--- config.mk ---
export PLATFORM = sky130hd
export DESIGN_NAME = move_input
export DESIGN_NICKNAME = d
export VERILOG_FILES = /design/src/rtl/move_input_pkg.sv /design/src/rtl/move_input_debounce.sv /design/src/rtl/move_input.sv
export SDC_FILE = /design/constraint.sdc
export NUM_CORES = 1
export LEC_CHECK = 0
export BUFFER_PORTS_ARGS = -buffer_cell sky130_fd_sc_hd__buf_2
export CAP_MARGIN = 40
export CORE_UTILIZATION = 55
export DETAILED_ROUTE_END_ITERATION = 12
export PLACE_DENSITY = 0.71
export SYNTH_ARGS = -nofsm -noshare
export SYNTH_HDL_FRONTEND = slang
export SYNTH_SLANG_ARGS = --single-unit
--- constraint.sdc ---
create_clock -name clk -period 3.1 [get_ports clk]
set_input_delay 0 -clock clk [delete_from_list [all_inputs] [get_ports clk]]
set_output_delay 0 -clock clk [all_outputs]
set_load 0.1 [all_outputs]
--- src/rtl/move_input_pkg.sv ---
// move_input_pkg: move codes, FSM state encoding and small helpers shared by
// the board-input stage and the game-logic stage.
//   move_t    : 3-bit move code driven on the game-logic move input
//   state_t   : input-stage arbitration FSM states
//   btn index : UP=0, DOWN=1, LEFT=2, RIGHT=3, RESET=4 (code = index + 1)
package move_input_pkg;

    typedef enum logic [2:0] {
        MOVE_NONE  = 3'd0,
        MOVE_UP    = 3'd1,
        MOVE_DOWN  = 3'd2,
        MOVE_LEFT  = 3'd3,
        MOVE_RIGHT = 3'd4,
        MOVE_RESET = 3'd5
    } move_t;

    typedef enum logic [1:0] {
        ST_IDLE   = 2'd0,
        ST_OWNED  = 2'd1,
        ST_REPEAT = 2'd2
    } state_t;

    localparam int NUM_BTN   = 5;
    localparam int BTN_UP    = 0;
    localparam int BTN_DOWN  = 1;
    localparam int BTN_LEFT  = 2;
    localparam int BTN_RIGHT = 3;
    localparam int BTN_RESET = 4;

    // Fixed priority: RESET > UP > DOWN > LEFT > RIGHT.
    function automatic move_t arbitrate(input logic [NUM_BTN-1:0] ev);
        move_t m;
        m = MOVE_NONE;
        if (ev[BTN_RESET])      m = MOVE_RESET;
        else if (ev[BTN_UP])    m = MOVE_UP;
        else if (ev[BTN_DOWN])  m = MOVE_DOWN;
        else if (ev[BTN_LEFT])  m = MOVE_LEFT;
        else if (ev[BTN_RIGHT]) m = MOVE_RIGHT;
        return m;
    endfunction

    // One-hot button mask for a move code; NONE selects no button.
    function automatic logic [NUM_BTN-1:0] move_mask(input move_t m);
        logic [NUM_BTN-1:0] mask;
        case (m)
            MOVE_UP:    mask = 5'b00001;
            MOVE_DOWN:  mask = 5'b00010;
            MOVE_LEFT:  mask = 5'b00100;
            MOVE_RIGHT: mask = 5'b01000;
            MOVE_RESET: mask = 5'b10000;
            default:    mask = 5'b00000;
        endcase
        return mask;
    endfunction

    function automatic logic is_direction(input move_t m);
        return (m == MOVE_UP) || (m == MOVE_DOWN) ||
               (m == MOVE_LEFT) || (m == MOVE_RIGHT);
    endfunction

endpackage

--- src/rtl/move_input_debounce.sv ---
// move_input_debounce: 2-flop synchroniser followed by a stable-count
// debouncer for one raw push-button.
//   clk, rst_n : system clock, asynchronous active-low reset
//   btn        : raw active-high button, asynchronous to clk
//   level      : debounced level, delayed one cycle so it lines up with pressed
//   pressed    : one-cycle pulse on a debounced rising edge
module move_input_debounce #(
    parameter int DEBOUNCE_CYCLES = 1_000_000
) (
    input  logic clk,
    input  logic rst_n,
    input  logic btn,
    output logic level,
    output logic pressed
);

    localparam int CNT_W = (DEBOUNCE_CYCLES > 1) ? $clog2(DEBOUNCE_CYCLES) : 1;
    localparam logic [CNT_W-1:0] CNT_LAST = CNT_W'(DEBOUNCE_CYCLES - 1);

    logic             sync1_q;
    logic             sync2_q;
    logic             level_q;
    logic             level_d1_q;
    logic             pressed_q;
    logic [CNT_W-1:0] cnt_q;

    always_ff @(posedge clk or negedge rst_n) begin
        if (!rst_n) begin
            sync1_q    <= 1'b0;
            sync2_q    <= 1'b0;
            level_q    <= 1'b0;
            level_d1_q <= 1'b0;
            pressed_q  <= 1'b0;
            cnt_q      <= '0;
        end else begin
            sync1_q <= btn;
            sync2_q <= sync1_q;
            // cnt_q holds how many earlier consecutive cycles the input
            // already differed; the flip happens on the DEBOUNCE_CYCLES-th.
            if (sync2_q == level_q) begin
                cnt_q <= '0;
            end else if (cnt_q == CNT_LAST) begin
                level_q <= sync2_q;
                cnt_q   <= '0;
            end else begin
                cnt_q <= cnt_q + CNT_W'(1);
            end
            level_d1_q <= level_q;
            pressed_q  <= level_q & ~level_d1_q;
        end
    end

    // Presses and releases reach the FSM with the same latency.
    assign level   = level_d1_q;
    assign pressed = pressed_q;

endmodule

--- src/rtl/move_input.sv ---
// move_input: turns five raw board buttons into single-cycle move pulses for
// the game logic, with priority arbitration and auto-repeat of held
// direction keys.
//   clk, rst_n         : system clock, asynchronous active-low reset
//   btn_up .. btn_reset: raw active-high buttons, asynchronous to clk
//   move               : registered move code, NONE except single-cycle pulses
//
// state     | meaning
// ----------+-----------------------------------------------------------
// ST_IDLE   | no owner; next press event (by priority) emits and takes ownership
// ST_OWNED  | owner held, counting towards the first repeat
// ST_REPEAT | owner held, repeating every REPEAT_PERIOD+1 cycles
module move_input
    import move_input_pkg::*;
#(
    parameter int DEBOUNCE_CYCLES = 1_000_000,
    parameter int REPEAT_DELAY    = 50_000_000,
    parameter int REPEAT_PERIOD   = 15_000_000
) (
    input  logic       clk,
    input  logic       rst_n,
    input  logic       btn_up,
    input  logic       btn_down,
    input  logic       btn_left,
    input  logic       btn_right,
    input  logic       btn_reset,
    output logic [2:0] move
);

    localparam int CNT_MAXV = (REPEAT_DELAY > REPEAT_PERIOD) ? REPEAT_DELAY : REPEAT_PERIOD;
    localparam int CNT_W    = $clog2(CNT_MAXV + 1);
    localparam logic [CNT_W-1:0] CNT_SAT  = CNT_W'(CNT_MAXV);
    localparam logic [CNT_W-1:0] DELAY_C  = CNT_W'(REPEAT_DELAY);
    localparam logic [CNT_W-1:0] PERIOD_C = CNT_W'(REPEAT_PERIOD);

    logic [NUM_BTN-1:0] btn_raw;
    logic [NUM_BTN-1:0] level;
    logic [NUM_BTN-1:0] pressed;

    assign btn_raw = {btn_reset, btn_right, btn_left, btn_down, btn_up};

    for (genvar i = 0; i < NUM_BTN; i++) begin : g_db
        move_input_debounce #(
            .DEBOUNCE_CYCLES (DEBOUNCE_CYCLES)
        ) u_debounce (
            .clk     (clk),
            .rst_n   (rst_n),
            .btn     (btn_raw[i]),
            .level   (level[i]),
            .pressed (pressed[i])
        );
    end

    state_t           state_q, state_d;
    move_t            owner_q, owner_d;
    move_t            move_q, move_d;
    logic [CNT_W-1:0] cnt_q, cnt_d;
    logic [CNT_W-1:0] cnt_inc;
    move_t            pick;
    logic             owner_rel;
    logic             repeat_en;
    logic             delay_hit;
    logic             period_hit;

    assign pick       = arbitrate(pressed);
    assign owner_rel  = ~|(level & move_mask(owner_q));
    assign repeat_en  = (REPEAT_DELAY != 0) && is_direction(owner_q);
    assign delay_hit  = repeat_en && (cnt_q == DELAY_C);
    assign period_hit = (cnt_q == PERIOD_C);
    assign cnt_inc    = (cnt_q == CNT_SAT) ? cnt_q : cnt_q + CNT_W'(1);

    always_ff @(posedge clk or negedge rst_n) begin
        if (!rst_n) begin
            state_q <= ST_IDLE;
            owner_q <= MOVE_NONE;
            move_q  <= MOVE_NONE;
            cnt_q   <= '0;
        end else begin
            state_q <= state_d;
            owner_q <= owner_d;
            move_q  <= move_d;
            cnt_q   <= cnt_d;
        end
    end

    always_comb begin
        state_d = state_q;
        case (state_q)
            ST_IDLE:   if (pick != MOVE_NONE) state_d = ST_OWNED;
            ST_OWNED: begin
                // Release outranks a repeat expiring in the same cycle.
                if (owner_rel)      state_d = ST_IDLE;
                else if (delay_hit) state_d = ST_REPEAT;
            end
            ST_REPEAT: if (owner_rel) state_d = ST_IDLE;
            default:   state_d = ST_IDLE;
        endcase
    end

    always_comb begin
        move_d  = MOVE_NONE;
        owner_d = owner_q;
        cnt_d   = cnt_q;
        case (state_q)
            ST_IDLE: begin
                cnt_d = '0;
                if (pick != MOVE_NONE) begin
                    move_d  = pick;
                    owner_d = pick;
                end
            end
            ST_OWNED: begin
                if (owner_rel) begin
                    owner_d = MOVE_NONE;
                    cnt_d   = '0;
                end else if (delay_hit) begin
                    move_d = owner_q;
                    cnt_d  = '0;
                end else begin
                    cnt_d = cnt_inc;
                end
            end
            ST_REPEAT: begin
                if (owner_rel) begin
                    owner_d = MOVE_NONE;
                    cnt_d   = '0;
                end else if (period_hit) begin
                    move_d = owner_q;
                    cnt_d  = '0;
                end else begin
                    cnt_d = cnt_inc;
                end
            end
            default: begin
                owner_d = MOVE_NONE;
                cnt_d   = '0;
            end
        endcase
    end

    assign move = move_q;

endmodule

* Yosys cells after proc, flatten, opt, wreduce, memory -nomap -nowiden
Cells that the tools add are included.
Word-level totals: input port bits 7, register bits 159
Cells by class: muxes and demuxes 36, bitwise operators 16, eq/ne operators 23, reduce and logical (&&, ||, !) cells 15, add/subtract/negate cells 6
Operators with widths (number):
- $mux 20 | 10
- $mux 26 | 5
- $add 20x1->20 const B | 5
- $eq 20x20->1 const B | 5
- $pmux 26 s2 | 1
- $mux 3 | 12
- $add 26x1->26 const B | 1
- $eq 26x24->1 const B | 1
- $eq 26x26->1 const B | 1
- $pmux 5 s5 | 1
- $reduce_and 2->1 | 6
- $not 1->1 | 10
- $pmux 3 s3 | 1
- $mux 2 | 4
- $eq 3x2->1 const B | 2
- $eq 3x3->1 const B | 2
- $ne 2x2->1 const B | 3
- $pmux 2 s3 | 1
- $pmux 3 s2 | 1
- $and 1x1->1 | 5
- $and 5x5->5 | 1
- $eq 1x1->1 | 5
- $reduce_or 5->1 | 1
- $eq 3x1->1 const B | 1
- 9 further kinds | 11

* Depth between registers and ports, before layout
word-level depth 8, depth in mapped cells 8, mapped depth without buffers 7

* By module
A second synthesis with hierarchy kept.
Second synthesis, totals: cell total of the unflattened synthesis 777, area total of the unflattened synthesis 7895.1 um^2
By module, submodules not included:
- move_input_debounce | area an instance 1171.1 um^2, times used 5, sequential area each 625.6 um^2, cells each 111
- move_input | area an instance 2039.5 um^2, times used 1, sequential area each 850.8 um^2, cells each 222

* Worst setup path before layout
No wires, ideal clock.
kind flip-flop to flip-flop, start point register cnt_q[0], end point register state_q[0], path buffers 0, setup time 0.128 ns, stages on the path, launching flop included 8, arrival time 1.704 ns, path slack 1.268 ns, path through dfrtp_1 > inv_1 > ha_1 > nor4b_1 > and4_1 > nand3_1 > a211oi_1 > mux2_1
Between the ends: word-level cells in the longest chain between the ends 4
RTL lines:
- start: declaration | RTL line move_input.sv:57 | logic [CNT_W-1:0] cnt_q, cnt_d;
- start signal: assignment | RTL line move_input.sv:82 | cnt_q <= cnt_d;
- $eq 26x26->1 | RTL line move_input.sv:68 | assign delay_hit = repeat_en && (cnt_q == DELAY_C);
- $logic_and 1x1->1 | RTL line move_input.sv:68
- $ne 3x3->1 (no source line)
- $reduce_and 3->1 (no source line)
- end signal: assignment | RTL line move_input.sv:79 | state_q <= state_d;
- end: declaration | RTL line move_input.sv:54 | state_t state_q, state_d;
Every way passes these cells. A chain may end at the register's enable or synchronous reset.

* Worst setup path in the final report
start point register cnt_q[0], end point register cnt_q[2]
Between the ends: word-level cells in the longest chain between the ends 5, elaborated cells on any way between the ends 10, those cells by class 1 x add/sub; 2 x eq/ne; 6 x mux; 1 x reduce/logical
RTL lines:
- $add 26x1->26 or $eq 26x26->1 (tied branches) | RTL line move_input.sv:70, move_input.sv:68
- $mux 26 or $logic_and 1x1->1 (tied branches) | RTL line move_input.sv:70, move_input.sv:68
- $mux 26 (on tied branches) | RTL line move_input.sv:127, move_input.sv:116
- $mux 26 (on tied branches) | RTL line move_input.sv:124, move_input.sv:113
- $pmux 26 s2 * | RTL line move_input.sv:104 | case (state_q)
- named net cnt_d[2] | RTL line move_input.sv:57
The timed path passes the listed nets; every way through them passes the cells marked *.

==> summary.md <==
The async set-or-reset flop fraction in the synthesized netlist came out at 1.00. In this run the static leakage power is 3.57 nW. The register-to-register setup slack is 0.83 ns.

The clock buffer count from CTS was 17; the number of slew-limit violations in the final report was 0. The placer's final routability congestion estimate was 0.846; the leftover overflow at the end of global routing was 0. The remaining max-slew budget at the tightest pin is 0.483. The total negative setup slack is 0 ns, and the share of the yosys chip area belonging to registers is 0.512. The floorplan has 43 rows. Across the run, the number of max-cap violations was 0. Clock-pin slew was measured on the worst setup and hold paths at 0.06 ns.

The starting density of the core came out at 0.562. Counting flops and latches in the post-synthesis netlist gives 159. The internal cell power was 0.00333 W; the proportion of layout cells with a drive suffix above 1 was 0.110. The first global-routing pass estimated 24000 microns of wire. Dividing total power by cell area gives a power density of 487 nW/um^2. The worst supply voltage drop on vdd was 0.436 mV; the detailed-route via count was 5190. Share of total power in sequential cells: 0.505.

The worst hold path belongs to the class in2async. In this run the deepest clock path goes through 2 buffers. From bottom edge to top edge, the die measures 121 microns. The number of warning messages in the yosys log was 0; the mean post-synth cell area was 10.5 sq um. 10 I/O pins were placed.

The tools report the routed wire length as 13600 microns. Leaving out fill and tap cells, the most frequent cell in the layout is dfrtp_1. Synthesis produced a netlist with a net count of 756. The number of antenna cells inserted was 0; the count of instances resized after the clock tree is built was 0. The clock arrives with 0.0108 ns of skew. Setup repair after global routing left no endpoint under its margin. The via count normalized by instance count is 5.45. The die extent in x came out at 121 microns.

TritonCTS built the clock tree. The run gives 7770 sq um as the area of the mapped netlist. Required time reported for the critical path endpoint: 3.38 ns. The run gives 0.207 as the total track usage. In this run the remaining antenna-violating nets after routing total 0. After the last flow step, the layout net total stands at 779. Area of the placeable core: 13800 sq um. Including well taps, the total number of placed cells is 915. The floorplan step defined a die boundary enclosing 14600 sq um. Leaving out fill and tap cells, the most frequent cells in the layout are dfrtp_1 (159), nor2_1 (122), xor2_1 (68), xnor2_1 (51), nand2_1 (42).

The logs give 953 for the final non-filler cell total and 4 for the first-pass detailed-route iteration total. The clock group share of total power came out at 0.468. The tools report the initial antenna violation count as 0. The number of DRC markers after the initial detailed-route iteration is 325.

Worst-margin pin slew: 0.770 ns. The via count of the first global-routing pass is 5207. Timing would allow up to 440 MHz. The synthesis-to-layout area growth came out at 10.6%.

Detailed placement finished with a half-perimeter wire length of 9050 microns. The maximum fanout along the worst path is 25. Clock tree synthesis selected as its root buffer the cell clkbuf_16. After detailed routing, the average wire length per cell comes to 14.2 microns.

In this run, synthesis inferred 0 flip-flops with an integrated enable. Entering global routing, the biggest net connects 96 pins. The final-report hold violation count is 0. The tools report the hold buffer count at CTS as 7.

The tools report the number of clock sinks seen by CTS as 159. The number of different library cells used by synthesis comes to 55. For the clock latency reported for the late side of the worst-skew pair, the log shows 0.42 ns. Setup violations remaining at the end of the flow were counted as 0. Data arrival time of the critical path: 2.55 ns.

Among all flip-flop cells after synthesis, the most frequent one is dfrtp_1. By startpoint and endpoint, the worst setup path is classified as reg2reg. The portion of total power attributed to combinational logic came out at 0.027. The number of levels the H-tree was split into is 4, and the final clock period utilization by the worst path is 0.733. The tools report the element type at the critical path start as a register. The analysis attributes to net switching a power of 0.000862 W. The flow ran to the end, and the final reports show no timing, DRC or antenna violations. For the number of buffers inserted by post-CTS setup repair, the log shows 0.

For the number of remaining DRC errors, the log shows 0. Input and output buffers added on the ports amount to 9. The worst setup path is captured at a register. Synthesis handed over a netlist of 738 instances. The switching share of power came out at 0.206. For the finished layout, the period the worst path requires is 2.27 ns.
==> through the flow <==
stage | setup WS, ns | area (sq um) | utilization | hold WS (ns) | total power (W)
floorplan | 1.27 | 7770 | - | -0.296 | 0.00220
global placement | 0.919 | 7950 | 0.575 | 0.108 | 0.00225
detailed placement | 0.786 | 7980 | 0.577 | -0.174 | 0.00226
CTS | 0.785 | 8600 | 0.622 | 0.197 | 0.00423
global route | 0.622 | 8600 | 0.622 | 0.207 | 0.00434
finish | 0.828 | 8600 | 0.622 | 0.164 | 0.00419
==> critical path: stages (launching register included) <==
cell	delay, ns
dfrtp_1	0.39
inv_1	0.10
ha_1	0.14
nor4b_1	0.30
nand4_1	0.26
o21ai_2	0.23
o32a_4	0.59
nor2_1	0.11
==> power by group through the flow <==
| stage | registers (W) | clock network [W] | logic [W] |
|---|---|---|---|
| 6_report | 0.00212 | 0.00196 | 0.000112 |
| 5_1_grt | 0.00212 | 0.00209 | 0.000132 |
| 4_1_cts | 0.00212 | 0.00200 | 0.000118 |
| 3_5_place_dp | 0.00215 | 0 | 0.000110 |
| 3_3_place_gp | 0.00215 | 0 | 0.000102 |
| 2_1_floorplan | 0.00215 | 0 | 0.0000519 |
==> final cells by class <==
cell class                 instances  area, sq um
clock buffer                      24          462
multi-input combinational        540         3580
fill                            1138         5230
clock inverter                     7         87.6
timing repair buffer              21          179
sequential                       159         3980
tap                              180          225
inverter                          22         82.6
==> flip-flops by register name, indices dropped and copies added, names as in the netlist <==
name / count
cnt_q: 26
g_db.u_debounce.cnt_q: 100
g_db.u_debounce.level: 5
g_db.u_debounce.level_q: 5
g_db.u_debounce.pressed: 5
g_db.u_debounce.sync1_q: 5
g_db.u_debounce.sync2_q: 5
move: 3
owner_q: 3
state_q: 2
==> layer usage <==
layer  vias to the layer above  part of all wire  global-route usage
met2                        59              0.50               0.336
met3                         9             0.027              0.0498
met1                      2555              0.46               0.275
li1                       2567                 -                   -
met4                         0             0.011              0.0648
met5                         -                 0                   0
==> logic make-up (layout without fill, tap and decap cells) <==
group	count (synthesis)	count (layout)	share of synthesized area
adder cells (fa/ha/maj)	11	11	0.0177
multiplexers	10	10	0.0145
buffers and inverters	39	74	0.0272
flip-flops	159	159	0.512
AO/OA/AOI/OAI	32	32	0.0275
AND/OR/NAND/NOR	368	368	0.267
XOR/XNOR	119	119	0.134
==> synth_stat cells, drive strengths merged (3+ instances only) <==
master	instances	area, sq um
dfrtp	159	3980
nor2	143	689
xor2	68	596
xnor2	51	447
nand2	42	158
nand4	37	231
nand3	32	160
and3	22	148
inv	22	82.6
and4	17	151
nor3	17	100
buf	14	118
nor4	13	100
o21ai	13	72.6
ha	11	138
and2	9	56.3
or2	9	56.3
a21oi	7	35.0
mux2	7	82.6
nor4b	6	58.8
nor2b	5	31.3
nor4bb	4	40.0
clkbuf	3	11.3
mux2i	3	30.0
o22ai	3	18.8
or3	3	18.8
==> worst paths after layout <==
path / from / end / cells after the start
worst max-delay path: cnt_q[0]$_DFF_PN0_ / cnt_q[2]$_DFF_PN0_ / 7
worst min-delay path: rst_n / g_db[0].u_debounce.cnt_q[10]$_DFF_PN0_ / 3
worst max register to register: cnt_q[0]$_DFF_PN0_ / cnt_q[2]$_DFF_PN0_ / 7
worst min register to register: g_db[2].u_debounce.sync1_q$_DFF_PN0_ / g_db[2].u_debounce.sync2_q$_DFF_PN0_ / 0
max in group asynchronous: rst_n / g_db[0].u_debounce.cnt_q[7]$_DFF_PN0_ / 3
min in group clk: btn_down / g_db[1].u_debounce.sync1_q$_DFF_PN0_ / 2
Power figures use the tool's default switching activity.
